File: config.mk
export PLATFORM = sky130hd
export DESIGN_NAME = bm_mac_rr_sched_flat
export DESIGN_NICKNAME = d
export VERILOG_FILES = /design/src/rtl/bm_mac_rr_sched_if.sv /design/src/rtl/bm_mac_rr_sched.sv /design/src/flat_wrapper.sv
export SDC_FILE = /design/constraint.sdc
export NUM_CORES = 1
export LEC_CHECK = 0
export ABC_CLOCK_PERIOD_IN_PS = 5200
export BUFFER_PORTS_ARGS = -buffer_cell sky130_fd_sc_hd__buf_2
export CELL_PAD_IN_SITES_DETAIL_PLACEMENT = 1
export CELL_PAD_IN_SITES_GLOBAL_PLACEMENT = 1
export CORE_UTILIZATION = 28
export DETAILED_ROUTE_END_ITERATION = 16
export PLACE_DENSITY = 0.63
export SYNTH_ARGS = -nofsm -noshare
export SYNTH_HDL_FRONTEND = slang
export SYNTH_SLANG_ARGS = --single-unit
File: constraint.sdc
create_clock -name clock -period 5.2 [get_ports clock]
set_input_delay 0.78 -clock clock [delete_from_list [all_inputs] [get_ports clock]]
set_output_delay 0.78 -clock clock [all_outputs]
set_load 0.05 [all_outputs]
File: src/rtl/bm_mac_rr_sched_if.sv
// Operand/result bundle between two requesters and the shared MAC scheduler.
// The master side is the producer pair; the slave side is the scheduler.
interface bm_mac_rr_sched_if #(
  parameter int unsigned BITS0 = 9,
  parameter int unsigned BITS2 = 2 * BITS0
);
  logic             req0;
  logic             req1;
  logic [BITS0-1:0] a0;
  logic [BITS0-1:0] a1;
  logic [BITS0-1:0] b0;
  logic [BITS0-1:0] b1;
  logic             v0;
  logic             v1;
  logic             last0;
  logic             last1;
  logic             gnt0;
  logic             gnt1;
  logic [BITS2-1:0] result;
  logic             res_valid;
  logic             res_id;
  logic             res_ovf;
  logic             abort;
  logic [3:0]       beat_cnt;

  modport master (
    output req0, req1, a0, a1, b0, b1, v0, v1, last0, last1,
    input  gnt0, gnt1, result, res_valid, res_id, res_ovf, abort, beat_cnt
  );

  modport slave (
    input  req0, req1, a0, a1, b0, b1, v0, v1, last0, last1,
    output gnt0, gnt1, result, res_valid, res_id, res_ovf, abort, beat_cnt
  );
endinterface

File: src/rtl/bm_mac_rr_sched.sv
// Round-robin scheduler for one shared 9x9 multiply-accumulate datapath.
// Grants one of two requesters per burst and returns a tagged dot-product result.
module bm_mac_rr_sched #(
  parameter int unsigned BITS0     = 9,
  parameter int unsigned BITS2     = 18,
  parameter int unsigned MAX_BEATS = 8
) (
  input logic               clock,
  input logic               reset_n,
  bm_mac_rr_sched_if.slave  bus
);

  localparam int unsigned CNT_W = 4;

  typedef enum logic [1:0] {
    S_IDLE  = 2'd0,
    S_BUSY  = 2'd1,
    S_FLUSH = 2'd2,
    S_DONE  = 2'd3
  } state_t;

  state_t             state_q,     state_d;
  logic               gnt0_q,      gnt0_d;
  logic               gnt1_q,      gnt1_d;
  logic               owner_q,     owner_d;
  logic               last_srv_q,  last_srv_d;
  logic [BITS2-1:0]   acc_q,       acc_d;
  logic               ovf_q,       ovf_d;
  logic [BITS2-1:0]   prod_q,      prod_d;
  logic               prod_v_q,    prod_v_d;
  logic [CNT_W-1:0]   beat_cnt_q,  beat_cnt_d;
  logic [BITS2-1:0]   result_q,    result_d;
  logic               res_id_q,    res_id_d;
  logic               res_ovf_q,   res_ovf_d;
  logic               res_valid_q, res_valid_d;
  logic               abort_q,     abort_d;

  // Operands of the current owner; the other port is never looked at while busy.
  logic               sel_req;
  logic               sel_v;
  logic               sel_last;
  logic [BITS0-1:0]   sel_a;
  logic [BITS0-1:0]   sel_b;
  logic [BITS2-1:0]   product;
  logic [BITS2:0]     acc_sum;
  logic [CNT_W-1:0]   cnt_inc;
  logic               winner;
  logic               end_beat;

  assign sel_req  = owner_q ? bus.req1  : bus.req0;
  assign sel_v    = owner_q ? bus.v1    : bus.v0;
  assign sel_last = owner_q ? bus.last1 : bus.last0;
  assign sel_a    = owner_q ? bus.a1    : bus.a0;
  assign sel_b    = owner_q ? bus.b1    : bus.b0;

  assign product  = BITS2'(sel_a) * BITS2'(sel_b);
  assign acc_sum  = {1'b0, acc_q} + {1'b0, prod_q};
  assign cnt_inc  = beat_cnt_q + CNT_W'(1);
  assign end_beat = sel_v && (sel_last || (cnt_inc == CNT_W'(MAX_BEATS)));

  // Next-state and datapath update.
  always_comb begin
    state_d     = state_q;
    gnt0_d      = gnt0_q;
    gnt1_d      = gnt1_q;
    owner_d     = owner_q;
    last_srv_d  = last_srv_q;
    acc_d       = acc_q;
    ovf_d       = ovf_q;
    prod_d      = prod_q;
    prod_v_d    = prod_v_q;
    beat_cnt_d  = beat_cnt_q;
    result_d    = result_q;
    res_id_d    = res_id_q;
    res_ovf_d   = res_ovf_q;
    res_valid_d = 1'b0;
    abort_d     = 1'b0;
    winner      = 1'b0;

    unique case (state_q)
      S_IDLE: begin
        prod_v_d = 1'b0;
        if (bus.req0 || bus.req1) begin
          winner     = (bus.req0 && bus.req1) ? ~last_srv_q : bus.req1;
          state_d    = S_BUSY;
          gnt0_d     = ~winner;
          gnt1_d     = winner;
          owner_d    = winner;
          last_srv_d = winner;
          acc_d      = '0;
          ovf_d      = 1'b0;
          beat_cnt_d = '0;
        end
      end

      S_BUSY: begin
        prod_v_d = 1'b0;
        if (prod_v_q) begin
          acc_d = acc_sum[BITS2-1:0];
          ovf_d = ovf_q | acc_sum[BITS2];
        end
        if (sel_v) begin
          prod_d     = product;
          prod_v_d   = 1'b1;
          beat_cnt_d = (beat_cnt_q == CNT_W'(MAX_BEATS)) ? beat_cnt_q : cnt_inc;
        end
        if (end_beat) begin
          state_d = S_FLUSH;
          gnt0_d  = 1'b0;
          gnt1_d  = 1'b0;
        end else if (!sel_req) begin
          state_d  = S_IDLE;
          gnt0_d   = 1'b0;
          gnt1_d   = 1'b0;
          abort_d  = 1'b1;
          prod_v_d = 1'b0;
        end
      end

      S_FLUSH: begin
        if (prod_v_q) begin
          acc_d = acc_sum[BITS2-1:0];
          ovf_d = ovf_q | acc_sum[BITS2];
        end
        prod_v_d = 1'b0;
        state_d  = S_DONE;
      end

      S_DONE: begin
        result_d    = acc_q;
        res_id_d    = owner_q;
        res_ovf_d   = ovf_q;
        res_valid_d = 1'b1;
        state_d     = S_IDLE;
      end

      default: state_d = S_IDLE;
    endcase
  end

  always_ff @(posedge clock or negedge reset_n) begin
    if (!reset_n) begin
      state_q     <= S_IDLE;
      gnt0_q      <= 1'b0;
      gnt1_q      <= 1'b0;
      owner_q     <= 1'b0;
      last_srv_q  <= 1'b1;
      acc_q       <= '0;
      ovf_q       <= 1'b0;
      prod_q      <= '0;
      prod_v_q    <= 1'b0;
      beat_cnt_q  <= '0;
      result_q    <= '0;
      res_id_q    <= 1'b0;
      res_ovf_q   <= 1'b0;
      res_valid_q <= 1'b0;
      abort_q     <= 1'b0;
    end else begin
      state_q     <= state_d;
      gnt0_q      <= gnt0_d;
      gnt1_q      <= gnt1_d;
      owner_q     <= owner_d;
      last_srv_q  <= last_srv_d;
      acc_q       <= acc_d;
      ovf_q       <= ovf_d;
      prod_q      <= prod_d;
      prod_v_q    <= prod_v_d;
      beat_cnt_q  <= beat_cnt_d;
      result_q    <= result_d;
      res_id_q    <= res_id_d;
      res_ovf_q   <= res_ovf_d;
      res_valid_q <= res_valid_d;
      abort_q     <= abort_d;
    end
  end

  assign bus.gnt0      = gnt0_q;
  assign bus.gnt1      = gnt1_q;
  assign bus.result    = result_q;
  assign bus.res_valid = res_valid_q;
  assign bus.res_id    = res_id_q;
  assign bus.res_ovf   = res_ovf_q;
  assign bus.abort     = abort_q;
  assign bus.beat_cnt  = beat_cnt_q;

endmodule
File: src/flat_wrapper.sv
// flat-port wrapper written by rule: the top's interface ports become plain ports
module bm_mac_rr_sched_flat 
#(
  parameter int unsigned BITS0     = 9,
  parameter int unsigned BITS2     = 18,
  parameter int unsigned MAX_BEATS = 8
)
  (clock, reset_n, bus_req0, bus_req1, bus_a0, bus_a1, bus_b0, bus_b1, bus_v0, bus_v1, bus_last0, bus_last1, bus_gnt0, bus_gnt1, bus_result, bus_res_valid, bus_res_id, bus_res_ovf, bus_abort, bus_beat_cnt);
  bm_mac_rr_sched_if #(.BITS0(BITS0), .BITS2(BITS2)) bus_i ();
  input logic clock;
  input logic reset_n;
  input wire logic [$bits(bus_i.req0)-1:0] bus_req0;
  input wire logic [$bits(bus_i.req1)-1:0] bus_req1;
  input wire logic [$bits(bus_i.a0)-1:0] bus_a0;
  input wire logic [$bits(bus_i.a1)-1:0] bus_a1;
  input wire logic [$bits(bus_i.b0)-1:0] bus_b0;
  input wire logic [$bits(bus_i.b1)-1:0] bus_b1;
  input wire logic [$bits(bus_i.v0)-1:0] bus_v0;
  input wire logic [$bits(bus_i.v1)-1:0] bus_v1;
  input wire logic [$bits(bus_i.last0)-1:0] bus_last0;
  input wire logic [$bits(bus_i.last1)-1:0] bus_last1;
  output wire logic [$bits(bus_i.gnt0)-1:0] bus_gnt0;
  output wire logic [$bits(bus_i.gnt1)-1:0] bus_gnt1;
  output wire logic [$bits(bus_i.result)-1:0] bus_result;
  output wire logic [$bits(bus_i.res_valid)-1:0] bus_res_valid;
  output wire logic [$bits(bus_i.res_id)-1:0] bus_res_id;
  output wire logic [$bits(bus_i.res_ovf)-1:0] bus_res_ovf;
  output wire logic [$bits(bus_i.abort)-1:0] bus_abort;
  output wire logic [$bits(bus_i.beat_cnt)-1:0] bus_beat_cnt;
  assign bus_i.req0 = bus_req0;
  assign bus_i.req1 = bus_req1;
  assign bus_i.a0 = bus_a0;
  assign bus_i.a1 = bus_a1;
  assign bus_i.b0 = bus_b0;
  assign bus_i.b1 = bus_b1;
  assign bus_i.v0 = bus_v0;
  assign bus_i.v1 = bus_v1;
  assign bus_i.last0 = bus_last0;
  assign bus_i.last1 = bus_last1;
  assign bus_gnt0 = bus_i.gnt0;
  assign bus_gnt1 = bus_i.gnt1;
  assign bus_result = bus_i.result;
  assign bus_res_valid = bus_i.res_valid;
  assign bus_res_id = bus_i.res_id;
  assign bus_res_ovf = bus_i.res_ovf;
  assign bus_abort = bus_i.abort;
  assign bus_beat_cnt = bus_i.beat_cnt;
  bm_mac_rr_sched #(.BITS0(BITS0), .BITS2(BITS2), .MAX_BEATS(MAX_BEATS)) u_core (.clock(clock), .reset_n(reset_n), .bus(bus_i));
endmodule
; ---- Word-level counts from Yosys, hierarchy flattened
; Cells that the tools add are included.
[totals]
ff_bits = 70
inputBits = 44
wordCells = 81
[classes]
mul = 1
n_eq_ne = 10
reduce_logical = 16
bitwise = 3
n_mux = 34
n_addsub = 2
[op_table]
columns = operator, n
row1 = 18-bit two-way mux, 2
row2 = 18-bit case mux with 2 select lines, 1
row3 = 18-bit by 18-bit adder with 19-bit output, 1
row4 = 9-bit by 9-bit multiplier with 18-bit output, 1
row5 = 9-bit two-way mux, 2
row6 = 1-bit two-way mux, 17
row7 = 4-bit two-way mux, 3
row8 = 4-bit == test (second input constant), 2
row9 = 1-bit case mux with 2 select lines, 4
row10 = 2-bit case mux with 4 select lines, 1
row11 = 4-bit case mux with 2 select lines, 1
row12 = 2-bit two-way mux, 3
row13 = 2-bit by 1-bit != test with 1-bit output (second input constant), 3
row14 = 2-bit AND reduction, 3
row15 = 3-bit AND reduction, 2
row16 = 2-bit nonzero test, 3
row17 = 4-bit by 1-bit adder with 4-bit output (second input constant), 1
row18 = 2-bit == test (second input constant), 2
row19 = 4-bit AND reduction, 1
row20 = 2-bit OR reduction, 2
row21 = 3-bit != test (second input constant), 1
row22 = 2-bit by 1-bit == test with 1-bit output (second input constant), 1
row23 = 1-bit logical AND, 2
row24 = 2-bit logical NOT, 1
row25 = other kinds (4), 6

; ---- Longest topological paths before layout
; Gate-level depths: netlist of the first run.
[logic_depth]
word_depth = 6
ltp_mapped = 20

; ---- Worst setup path before layout of the first run
; OpenSTA, ideal clock, no wires.
[synth_timing]
path_kind = register to register
startpoint = register u_core.owner_q
endpoint = register u_core.prod_q[15]
required_time_ns = 5.072
synth_period_minus_slack_ns = 5.101
path_stages_with_launch = 17
t_arrival_ns = 4.973
slack_ns = 0.099
setup_time_ns = 0.128
path_buffers = 2
path_cell_list = dfrtp_1 -> buf_4 -> buf_2 -> mux2i_1 -> nor2_1 -> fa_1 -> fa_1 -> fa_1 -> inv_1 -> fa_1 -> inv_1 -> ha_1 -> a2111oi_0 -> o21ai_0 -> a311oi_1 -> mux2i_1 -> nand3_1
[synth_between]
elab_chain_cells = 2
elab_cells_between_ends = 5
classes_between = mul: 1 / mux: 3 / reduce/logical: 1
[synth_lines]
columns = element, line_no
row1 = from (decl), bm_mac_rr_sched.sv:25  ; logic owner_q, owner_d;
row2 = from (signal assigned), bm_mac_rr_sched.sv:162  ; owner_q <= owner_d;
row3 = 9-bit two-way mux (tied with other cells), bm_mac_rr_sched.sv:53  ; assign sel_a = owner_q ? bus.a1 : bus.a0;
row4 = 9-bit by 9-bit multiplier with 18-bit output or 2-bit AND reduction (tied branches), --
row5 = to (signal assigned), bm_mac_rr_sched.sv:166  ; prod_q <= prod_d;
row6 = to (decl), bm_mac_rr_sched.sv:29  ; logic [BITS2-1:0] prod_q, prod_d;
; Several ways; a longest one is shown, not always the timed one.
; A chain may end at the register's enable or synchronous reset.

; ---- Worst setup path after layout of the first run
; Same ends and word-level chain as after synthesis.

==> results by group, run 1 <==
Placed design
  • GPL Wtd Cong: ~0.82
  • Dpl hpwl: around 13 mm
  • Port bufs: 71
  • Dpl cells: between 1,000 and 1,500

Clock tree
  • Hold Buf Count CTS: 0
  • Clock sink count: 70
  • Insertion delay to the later sink of the worst-skew pair: around 340 ps
  • CTS clk-pin slew, worst paths: approximately 60 ps
  • H-tree depth: 3
  • Clk buf depth: 2
  • CTS tree: built
  • Root Buffer: clkbuf_16
  • Num CTS Buffers: 9

Layout
  • Nets: roughly 940
  • Post-Layout Cell Count: around 1,100
  • P&R area growth vs syn: 19.78%
  • Share of cells above drive strength 1: 0.2184
  • Ant. Diodes: 0
  • Fill count: 2,632

Timing
  • Measured slew at the worst slew-check pin: roughly 1000 ps
  • Max Slew Vio Count: 0
  • RSZ-0062 raised after global routing: no
  • Final Hold Vio Count: 0
  • Period minus WS final: around 5000 ps
  • Hold_ws: slightly below 500 ps
  • Rel. slew slack: 0.3031
  • Max Fclk: roughly 0.20 GHz
  • Final cycle utilization of the critical path: 0.9449
  • Setup Viol. Count Final: 0
  • Clk_skew: approximately 9.9 ps

Worst setup path
  • CP delay by family, top: adder cells
  • Critical path arrival: roughly 5100 ps
  • R2R depth: 18
  • CP max FO: 14
  • Buf/Inv on CP: 5
  • CP max stage cell: fa_1
  • Critical path type: reg -> reg
  • Worst flop-to-flop path endpoint: u_core.prod_q[15]
  • Most used cell, CP: fa_1
  • Reg2Reg Setup Slack: 290 ps
  • Cell Chain, Critical Path: buf_12 > mux2i_1 > buf_4 > or2_2 > fa_1 > fa_1 > inv_1 > fa_1 > inv_1 > fa_1 > inv_1 > ha_1 > o21a_1 > o21ai_0 > nand2b_1 > a311oi_2 > mux2i_1 > nand3_1
  • CP max stage delay: 540 ps
  • Crit start category: flip-flop
  • Worst EP required: 5410 ps
  • RR Startpoint: u_core.owner_q
  • Critical Path End Type: flip-flop

Die
  • Initial Util: 0.2853
  • I/O pin cnt: between 70 and 80
  • Horiz. Die Dim: about 150 um
  • CORE AREA: roughly 0.023 mm^2
  • Die H: 153.9 um
  • Die area: around 0.024 mm^2
  • Rows: 55

Detailed routing
  • Initial DRT Pass Iterations: 4
  • Wire length per cell: ~15 um
  • Via density: roughly 4.7
  • Via count: a little over 5,000
  • Routed WL: ~16 mm
  • Remaining DRCs: 0
  • DRT antenna net count: 0
  • Initial DRC count: a little over 200

Yosys
  • Part of the Yosys area used for sequential elements: 0.2714
  • Synthesized area: 0.006459 mm^2
  • Ys async rst share: 1.000
  • Avg Cell Area, Syn: 9.498 um^2
  • Top_reg_cell synth: dfrtp_1
  • Synth cell types: 60
  • Post-Syn Instances: 680
  • Top-count cell post-synth: inv_1
  • Yosys top cell area share: 0.2673
  • Top cells by instance count after synthesis: inv_1, nor2_1, dfrtp_1, nand2_1, ha_1
  • Top cell type by total area after synthesis: dfrtp_1
  • Post-Syn Nets: 838
  • EDFF count, synth: 0
  • Synth warn: 0
  • Seq cells post-synth: 70
  • Area contributors post-synth: dfrtp_1, fa_1, ha_1

Worst hold path
  • Hold Crit Class: reg -> reg
  • Worst hold path depth: 2
  • Hold_sp: u_core.prod_q[16]
  • Worst-case hold path end point: u_core.prod_q[16]

Status
  • Status: finished, final reports clean

Job
  • Max_cap viols: 0

Global route
  • Pin count of the biggest net entering global routing: 71
  • GRT Resource Usage Total: 0.1431
  • Gr ovfl total: 0
  • First-pass GRT wire length: between 20 and 30 mm
  • Vias in the first global route: between 5,000 and 6,000
  • Antenna violations before repair: 0
## final cells by class
class | instances | area (um^2) | share of cell area
clock buffer | 13 | 270.3 | 0.03493
clock inverter | 3 | 65.06 | 0.008410
inverter | 76 | 285.3 | 0.03688
multi-input combinational | 520 | 4379 | 0.5661
sequential | 70 | 1754 | 0.2268
tap | 285 | 356.6 | 0.04609
timing repair buffer | 101 | 625.6 | 0.08087
## per-layer routing
metal / share of wire / vias up / track usage
met5: 0 / - / 0
met4: 0.0080 / 0 / 0.03286
met3: 0.021 / 9 / 0.01719
met2: 0.46 / 73 / 0.2481
met1: 0.51 / 2458 / 0.1895
li1: - / 2507 / -
## flip-flops by register name (all words and copies together) (netlist names), named ones only
register / cells
u_core.bus.res_ovf: 1
u_core.owner_q: 1
u_core.acc_q: 18
u_core.bus.beat_cnt: 4
u_core.state_q: 1
u_core.last_srv_q: 1
u_core.ovf_q: 1
u_core.bus.gnt0: 1
u_core.bus.abort: 1
u_core.bus.res_id: 1
u_core.bus.result: 18
u_core.bus.gnt1: 1
u_core.bus.res_valid: 1
u_core.prod_v_q: 1
u_core.prod_q: 18
## worst max path at each step
stage,startpoint,to,slack [ps],depth (start not counted)
2_1_floorplan,u_core.owner_q,u_core.prod_q[15],100,16
3_3_place_gp,bus_a1[2],u_core.prod_q[15],5,15
3_5_place_dp,bus_a1[2],u_core.prod_q[15],-140,15
4_1_cts,u_core.owner_q,u_core.prod_q[15],60,15
5_1_grt,u_core.owner_q,u_core.prod_q[15],10,18
6_report,u_core.owner_q,u_core.prod_q[15],290,18
## cells in the final DEF, fill, tap and decap left out, types with 3 or more instances in the layout
cell type,count
xnor2_1,8
mux2_2,33
xor2_1,12
nor2_1,71
a21o_1,10
o21ai_1,3
buf_2,70
nand3_1,9
buf_4,28
o31ai_1,3
o21ai_0,38
nor3_1,7
nand2_1,68
fa_1,51
dfrtp_1,68
or2_2,7
or3_1,4
nand2b_1,20
nor3b_1,3
ha_1,63
o211ai_1,5
a22o_1,4
a31oi_1,4
a21oi_1,25
clkbuf_16,10
o21a_1,8
a211oi_1,4
and3_1,6
inv_1,76
mux2i_1,19
clkbuf_8,3
## per-stage QoR
| step | worst slack, ps | utilization | TNS, ps | cell area [um^2] |
|---|---|---|---|---|
| floorplan | 99.40 | - | 0 | 6459 |
| global placement | 5.381 | 0.3236 | 0 | 7327 |
| detailed placement | -135.8 | 0.3236 | -222.9 | 7327 |
| CTS | 56.64 | 0.3386 | 0 | 7666 |
| global route | 11.99 | 0.3417 | 0 | 7736 |
| finish | 286.5 | 0.3417 | 0 | 7736 |
## kinds of logic (layout without fill, tap and decap cells)
logic type / Yosys count / in the layout / synth area share
and+or+nand+nor: 207 / 207 / 0.1480
AOI/OAI and AO/OA: 124 / 124 / 0.1279
adders and majority gates: 114 / 114 / 0.2801
buffers and inverters: 90 / 193 / 0.05366
DFF: 70 / 70 / 0.2714
muxes: 55 / 55 / 0.09183
xor gates and xnor gates: 20 / 20 / 0.02712
## tightest hold or removal path, cell delays in order, from the launching register on
cell and delay, ps:
dfrtp_1 350, nand2_1 50, o21ai_0 60
## repair_timing
item | CTS | global route
resized for setup | 1 | 6
buffers inserted | 0 | 2
endpoints found under the setup margin | 1 | 6
cloned | 0 | 1
Power of run 1 is not shown: default switching activity piles up to over one toggle a cycle in this logic, so the estimate is an artifact.
==> run 2: changes to the inputs <==
--- a/config.mk
+++ b/config.mk
@@ -5,13 +5,12 @@
 export SDC_FILE = /design/constraint.sdc
 export NUM_CORES = 1
 export LEC_CHECK = 0
-export ABC_CLOCK_PERIOD_IN_PS = 5200
-export BUFFER_PORTS_ARGS = -buffer_cell sky130_fd_sc_hd__buf_2
+export BUFFER_PORTS_ARGS = -buffer_cell sky130_fd_sc_hd__buf_4
 export CELL_PAD_IN_SITES_DETAIL_PLACEMENT = 1
 export CELL_PAD_IN_SITES_GLOBAL_PLACEMENT = 1
 export CORE_UTILIZATION = 28
 export DETAILED_ROUTE_END_ITERATION = 16
-export PLACE_DENSITY = 0.63
+export PLACE_DENSITY = 0.61
 export SYNTH_ARGS = -nofsm -noshare
 export SYNTH_HDL_FRONTEND = slang
 export SYNTH_SLANG_ARGS = --single-unit
==> constraint.sdc (replaced) <==
create_clock -name clock -period 6.3 [get_ports clock]
set_input_delay 0.945 -clock clock [delete_from_list [all_inputs] [get_ports clock]]
set_output_delay 0.945 -clock clock [all_outputs]
set_load 0.05 [all_outputs]
==> results by group, run 2 (synthesis results as in run 1) <==
Worst setup path
  • Worst EP required: about 6500 ps
  • Most used cell, CP: fa_1
  • Reg2Reg Setup Slack: about 1100 ps
  • Worst flop-to-flop path endpoint: u_core.prod_q[15]
  • CP max stage delay: 550 ps
  • CP max FO: 28
  • Critical path arrival: around 5400 ps
  • Critical path type: reg -> reg
  • R2R depth: 15
  • CP max stage cell: fa_1
  • CP delay by family, top: adder cells
  • Crit path launch: u_core.owner_q
  • Critical Path End Type: flip-flop
  • Crit start category: flip-flop
  • Cell Chain, Critical Path: buf_12 > mux2i_1 > nor2_1 > fa_1 > fa_1 > fa_1 > inv_1 > fa_1 > inv_1 > ha_1 > a2111oi_0 > o21ai_0 > a311oi_1 > mux2i_1 > nand3_1
  • Buf/Inv on CP: 3
  • RR Startpoint: u_core.owner_q

Worst hold path
  • Worst hold path depth: 2
  • Hold Crit Class: reg -> reg
  • Hold_sp: u_core.prod_q[16]
  • Worst-case hold path end point: u_core.prod_q[16]

Layout
  • Ant. Diodes: 0
  • Nets: between 900 and 1,000
  • Share of cells above drive strength 1: 0.1943
  • Final Util: 0.3389
  • P&R area growth vs syn: 18.81%
  • Commonest non-fill, non-tap cells in the layout: buf_4, inv_1, nor2_1, dfrtp_1, nand2_1
  • Final instance area: between 0.007 and 0.008 mm^2
  • Commonest non-fill, non-tap cell in the layout: buf_4

Global route
  • Vias in the first global route: 5,299
  • Gr ovfl total: 0
  • Pin count of the biggest net entering global routing: between 70 and 80
  • Antenna violations before repair: 0
  • GRT Resource Usage Total: 0.1409
  • First-pass GRT wire length: 26.84 mm

Clock tree
  • Clock sink count: 70
  • H-tree depth: 3
  • Num CTS Buffers: 9
  • Hold Buf Count CTS: 0
  • Root Buffer: clkbuf_16
  • Clk buf depth: 2
  • Insertion delay to the later sink of the worst-skew pair: 330 ps
  • Post_cts resized: 0
  • CTS clk-pin slew, worst paths: around 60 ps
  • CTS tree: built
  • Post-CTS setup repair buffer count: 0

Die
  • Die area: around 0.024 mm^2
  • Die H: between 150 and 200 um
  • CORE AREA: around 0.023 mm^2
  • Horiz. Die Dim: 153.9 um
  • I/O pin cnt: between 70 and 80
  • Rows: 55
  • Initial Util: 0.2853

Placed design
  • Port bufs: about 70
  • Dpl cell area: roughly 0.0074 mm^2
  • Post-place setup slack: around 740 ps
  • GPL Wtd Cong: a little under 0.8
  • Dpl hpwl: roughly 12 mm

Detailed routing
  • Wire length per cell: 14.63 um
  • Initial DRC count: ~170
  • Initial DRT Pass Iterations: 4
  • Via density: roughly 4.8
  • Remaining DRCs: 0
  • Via count: around 5,000
  • Routed WL: between 15 and 20 mm
  • DRT antenna net count: 0

Status
  • Status: finished, final reports clean

Timing
  • Setup Viol. Count Final: 0
  • Period minus WS final: approximately 5200 ps
  • RSZ-0062 raised after global routing: no
  • Max Fclk: approximately 0.19 GHz
  • Rel. slew slack: 0.3384
  • Clk_skew: about 11 ps
  • Final TNS setup: 0 ps
  • Final cycle utilization of the critical path: 0.8299
  • Setup WS post-layout: roughly 1100 ps
  • Final Hold Vio Count: 0
  • Measured slew at the worst slew-check pin: slightly below 1000 ps
  • Max Slew Vio Count: 0

Job
  • Max_cap viols: 0
-- run 2: changes by cell type in the layout (fill, tap and decap cells not counted), moves of 2 or more --
cell,previous run,this run
clkbuf_8,3,1
buf_4,28,84
mux2i_1,19,21
mux2i_2,2,0
clkinv_2,1,3
buf_2,70,0
bufinv_16,2,0
-- run 2: layer usage --
layer / vias up / wire length (um) / global-route usage
met5: - / 0 / 0
met2: 72 / 7333 / 0.2420
met3: 10 / 378 / 0.01325
met4: 0 / 136 / 0.03857
met1: 2459 / 7547 / 0.1884
li1: 2468 / - / -
-- run 2: per-stage QoR --
stage / instances / hold WS (ps)
floorplan: 680 / 455.1
global placement: 1036 / 479.5
detailed placement: 1036 / 481.7
CTS: 1052 / 498.5
global route: 1052 / 509.1
finish: 1052 / 493.5
-- run 2: how the worst max path moves through the flow --
stage / slack [ps] / to / cells past startpoint
floorplan: 1110 / u_core.prod_q[15] / 14
global placement: 830 / u_core.prod_q[15] / 15
detailed placement: 740 / u_core.prod_q[15] / 15
CTS: 1060 / u_core.prod_q[15] / 15
global route: 800 / u_core.prod_q[15] / 15
finish: 1070 / u_core.prod_q[15] / 15
-- run 2: layout make-up --
type	count	area, um^2
Tap cell	285	356.6
Inverter	76	285.3
Timing Repair Buffer	85	650.6
Clock inverter	4	22.52
Sequential cell	70	1753
Multi-Input combinational cell	520	4359
Clock buffer	12	246.5
Fill cell	2632	14970
-- run 2: worst reg2reg max path, cell delays in order, from the launching register on --
cell	delay, ps
dfrtp_1	410
buf_12	220
mux2i_1	540
nor2_1	120
fa_1	550
fa_1	450
fa_1	540
inv_1	50
fa_1	520
inv_1	40
ha_1	340
a2111oi_0	390
o21ai_0	260
a311oi_1	360
mux2i_1	230
nand3_1	90
Power of run 2 is left out for the same reason.
==> run 3: changes to the inputs <==
--- a/config.mk
+++ b/config.mk
@@ -10,7 +10,7 @@
 export CELL_PAD_IN_SITES_GLOBAL_PLACEMENT = 1
 export CORE_UTILIZATION = 28
 export DETAILED_ROUTE_END_ITERATION = 16
-export PLACE_DENSITY = 0.61
+export PLACE_DENSITY = 0.63
 export SYNTH_ARGS = -nofsm -noshare
 export SYNTH_HDL_FRONTEND = slang
 export SYNTH_SLANG_ARGS = --single-unit
==> constraint.sdc (replaced) <==
create_clock -name clock -period 4.3 [get_ports clock]
set_input_delay 0.645 -clock clock [delete_from_list [all_inputs] [get_ports clock]]
set_output_delay 0.645 -clock clock [all_outputs]
set_load 0.05 [all_outputs]
==> results by group, run 3 (synthesis results as in run 1) <==
Status
  • Status: finished, violations left
  • Violated checks: negative setup slack

Job
  • Max_cap viols: 0

Layout
  • Ant. Diodes: 0
  • Fill count: 2,588
  • Commonest non-fill, non-tap cell in the layout: buf_4
  • Nets: roughly 980
  • Share of cells above drive strength 1: 0.3220
  • Commonest non-fill, non-tap cells in the layout: buf_4, inv_1, dfrtp_1, nor2_1, nand2_1
  • P&R area growth vs syn: 33.67%

Die
  • Die H: ~150 um
  • Horiz. Die Dim: between 150 and 200 um
  • CORE AREA: 0.02264 mm^2
  • I/O pin cnt: 72
  • Initial Util: 0.2853
  • Die area: 0.02368 mm^2
  • Rows: 55

Timing
  • Max Slew Vio Count: 0
  • Rel. slew slack: 0.3007
  • Setup Viol. Count Final: 9
  • Hold_ws: 452.9 ps
  • Clk_skew: slightly below 10 ps
  • Final cycle utilization of the critical path: 1.095
  • Setup WS post-layout: -409.6 ps
  • Max Fclk: 0.2123 GHz
  • Measured slew at the worst slew-check pin: between 1000 and 1500 ps
  • RSZ-0062 raised after global routing: yes
  • Final Hold Vio Count: 0
  • Period minus WS final: about 4700 ps

Worst setup path
  • CP max stage delay: just under 500 ps
  • R2R depth: 20
  • CP max stage cell: fa_1
  • Worst EP required: 4480 ps
  • Reg2Reg Setup Slack: -410 ps
  • Critical path arrival: 4890 ps
  • Critical Path End Type: flip-flop
  • Most used cell, CP: fa_1
  • CP max FO: 15
  • RR Startpoint: u_core.owner_q
  • Worst flop-to-flop path endpoint: u_core.prod_q[13]
  • Cell Chain, Critical Path: buf_12 > buf_12 > mux2i_4 > buf_12 > or2_4 > fa_1 > fa_1 > inv_1 > fa_1 > inv_1 > fa_1 > inv_2 > ha_4 > o21a_1 > o21ai_1 > nand2b_1 > buf_4 > a41oi_2 > xor2_1 > o21ai_1
  • Buf/Inv on CP: 7
  • WP depth: 20
  • CP delay by family, top: adder cells
  • Critical path type: reg -> reg
  • Crit start category: flip-flop

Global route
  • Vias in the first global route: between 5,000 and 6,000
  • First-pass GRT wire length: between 20 and 30 mm
  • Gr ovfl total: 0
  • Antenna violations before repair: 0
  • Pin count of the biggest net entering global routing: between 70 and 80
  • GRT Resource Usage Total: 0.1426

Clock tree
  • H-tree depth: 3
  • Insertion delay to the later sink of the worst-skew pair: 330 ps
  • CTS clk-pin slew, worst paths: approximately 60 ps
  • Num CTS Buffers: 9
  • Clock sink count: 70
  • Root Buffer: clkbuf_16
  • Clk buf depth: 2
  • CTS tree: built

Detailed routing
  • Initial DRT Pass Iterations: 4
  • Wire length per cell: between 10 and 15 um
  • Via count: 5,183
  • Via density: ~4.7
  • Initial DRC count: between 100 and 150
  • Remaining DRCs: 0
  • Routed WL: roughly 16 mm
  • DRT antenna net count: 0

Placed design
  • Port bufs: 71
  • Dpl hpwl: approximately 13 mm
  • GPL Wtd Cong: approximately 0.8

Worst hold path
  • Hold Crit Class: in -> async
-- run 3: cell types whose count changed in the layout (fill, tap and decap cells not counted), sizes merged --
| cell | before | now |
|---|---|---|
| clkinvlp | 1 | 3 |
| buf | 85 | 144 |
| clkinv | 3 | 1 |
-- run 3: worst max path at each step --
stage,from,to
floorplan,u_core.owner_q,u_core.prod_q[15]
global route,u_core.owner_q,u_core.prod_q[15]
finish,u_core.owner_q,u_core.prod_q[13]
global placement,bus_b0[5],u_core.prod_q[15]
CTS,u_core.owner_q,u_core.prod_q[15]
detailed placement,bus_b0[5],u_core.prod_q[15]
-- run 3: worst reg2reg max path, cell delays in order (launching register included) --
cell	delay, ps
dfrtp_2	450
buf_12	180
buf_12	150
mux2i_4	180
buf_12	140
or2_4	230
fa_1	470
fa_1	490
inv_1	40
fa_1	470
inv_1	50
fa_1	490
inv_2	50
ha_4	210
o21a_1	160
o21ai_1	130
nand2b_1	110
buf_4	160
a41oi_2	180
xor2_1	160
o21ai_1	70
-- run 3: area by class of cell --
type                            instances  area (um^2)  area share
Timing Repair Buffer                  144         1164      0.1348
Inverter                               76        285.3     0.03304
Sequential cell                        70         1754      0.2032
Clock buffer                           12        256.5     0.02971
Tap cell                              285        356.6     0.04130
Multi-Input combinational cell        520         4786      0.5543
Clock inverter                          4        31.28    0.003623
-- run 3: metal layers --
layer  share of wire  global-route usage  wire length (um)  vias to the layer above
li1                -                   -                 -                     2592
met1            0.51              0.2006              8144                     2503
met2            0.46              0.2327              7313                       78
met3           0.022             0.01945               348                       10
met4          0.0051             0.02952                81                        0
met5               0                   0                 0                        -
-- run 3: through the flow --
step                      worst slack (ps)  std cells  utilization  TNS, ps  cell area [um^2]
after global routing                -620.1       1111       0.3813    -5095              8633
after global placement              -472.1       1087       0.3577    -3329              8098
after floorplan                     -242.3        680            -   -911.4              6759
final                               -409.6       1111       0.3813    -2985              8633
after detailed placement            -522.9       1087       0.3577    -3727              8098
after CTS                           -460.3       1107       0.3744    -3180              8477
-- run 3: timing repair --
item / in CTS / in global routing
hold buffers: 0 / 0
resized for setup: 15 / 24
hold endpoints to repair: 0 / 0
pin swaps: 7 / 2
setup buffers: 4 / 4
endpoints found under the setup margin: 11 / 12
Power of run 3 is left out for the same reason.
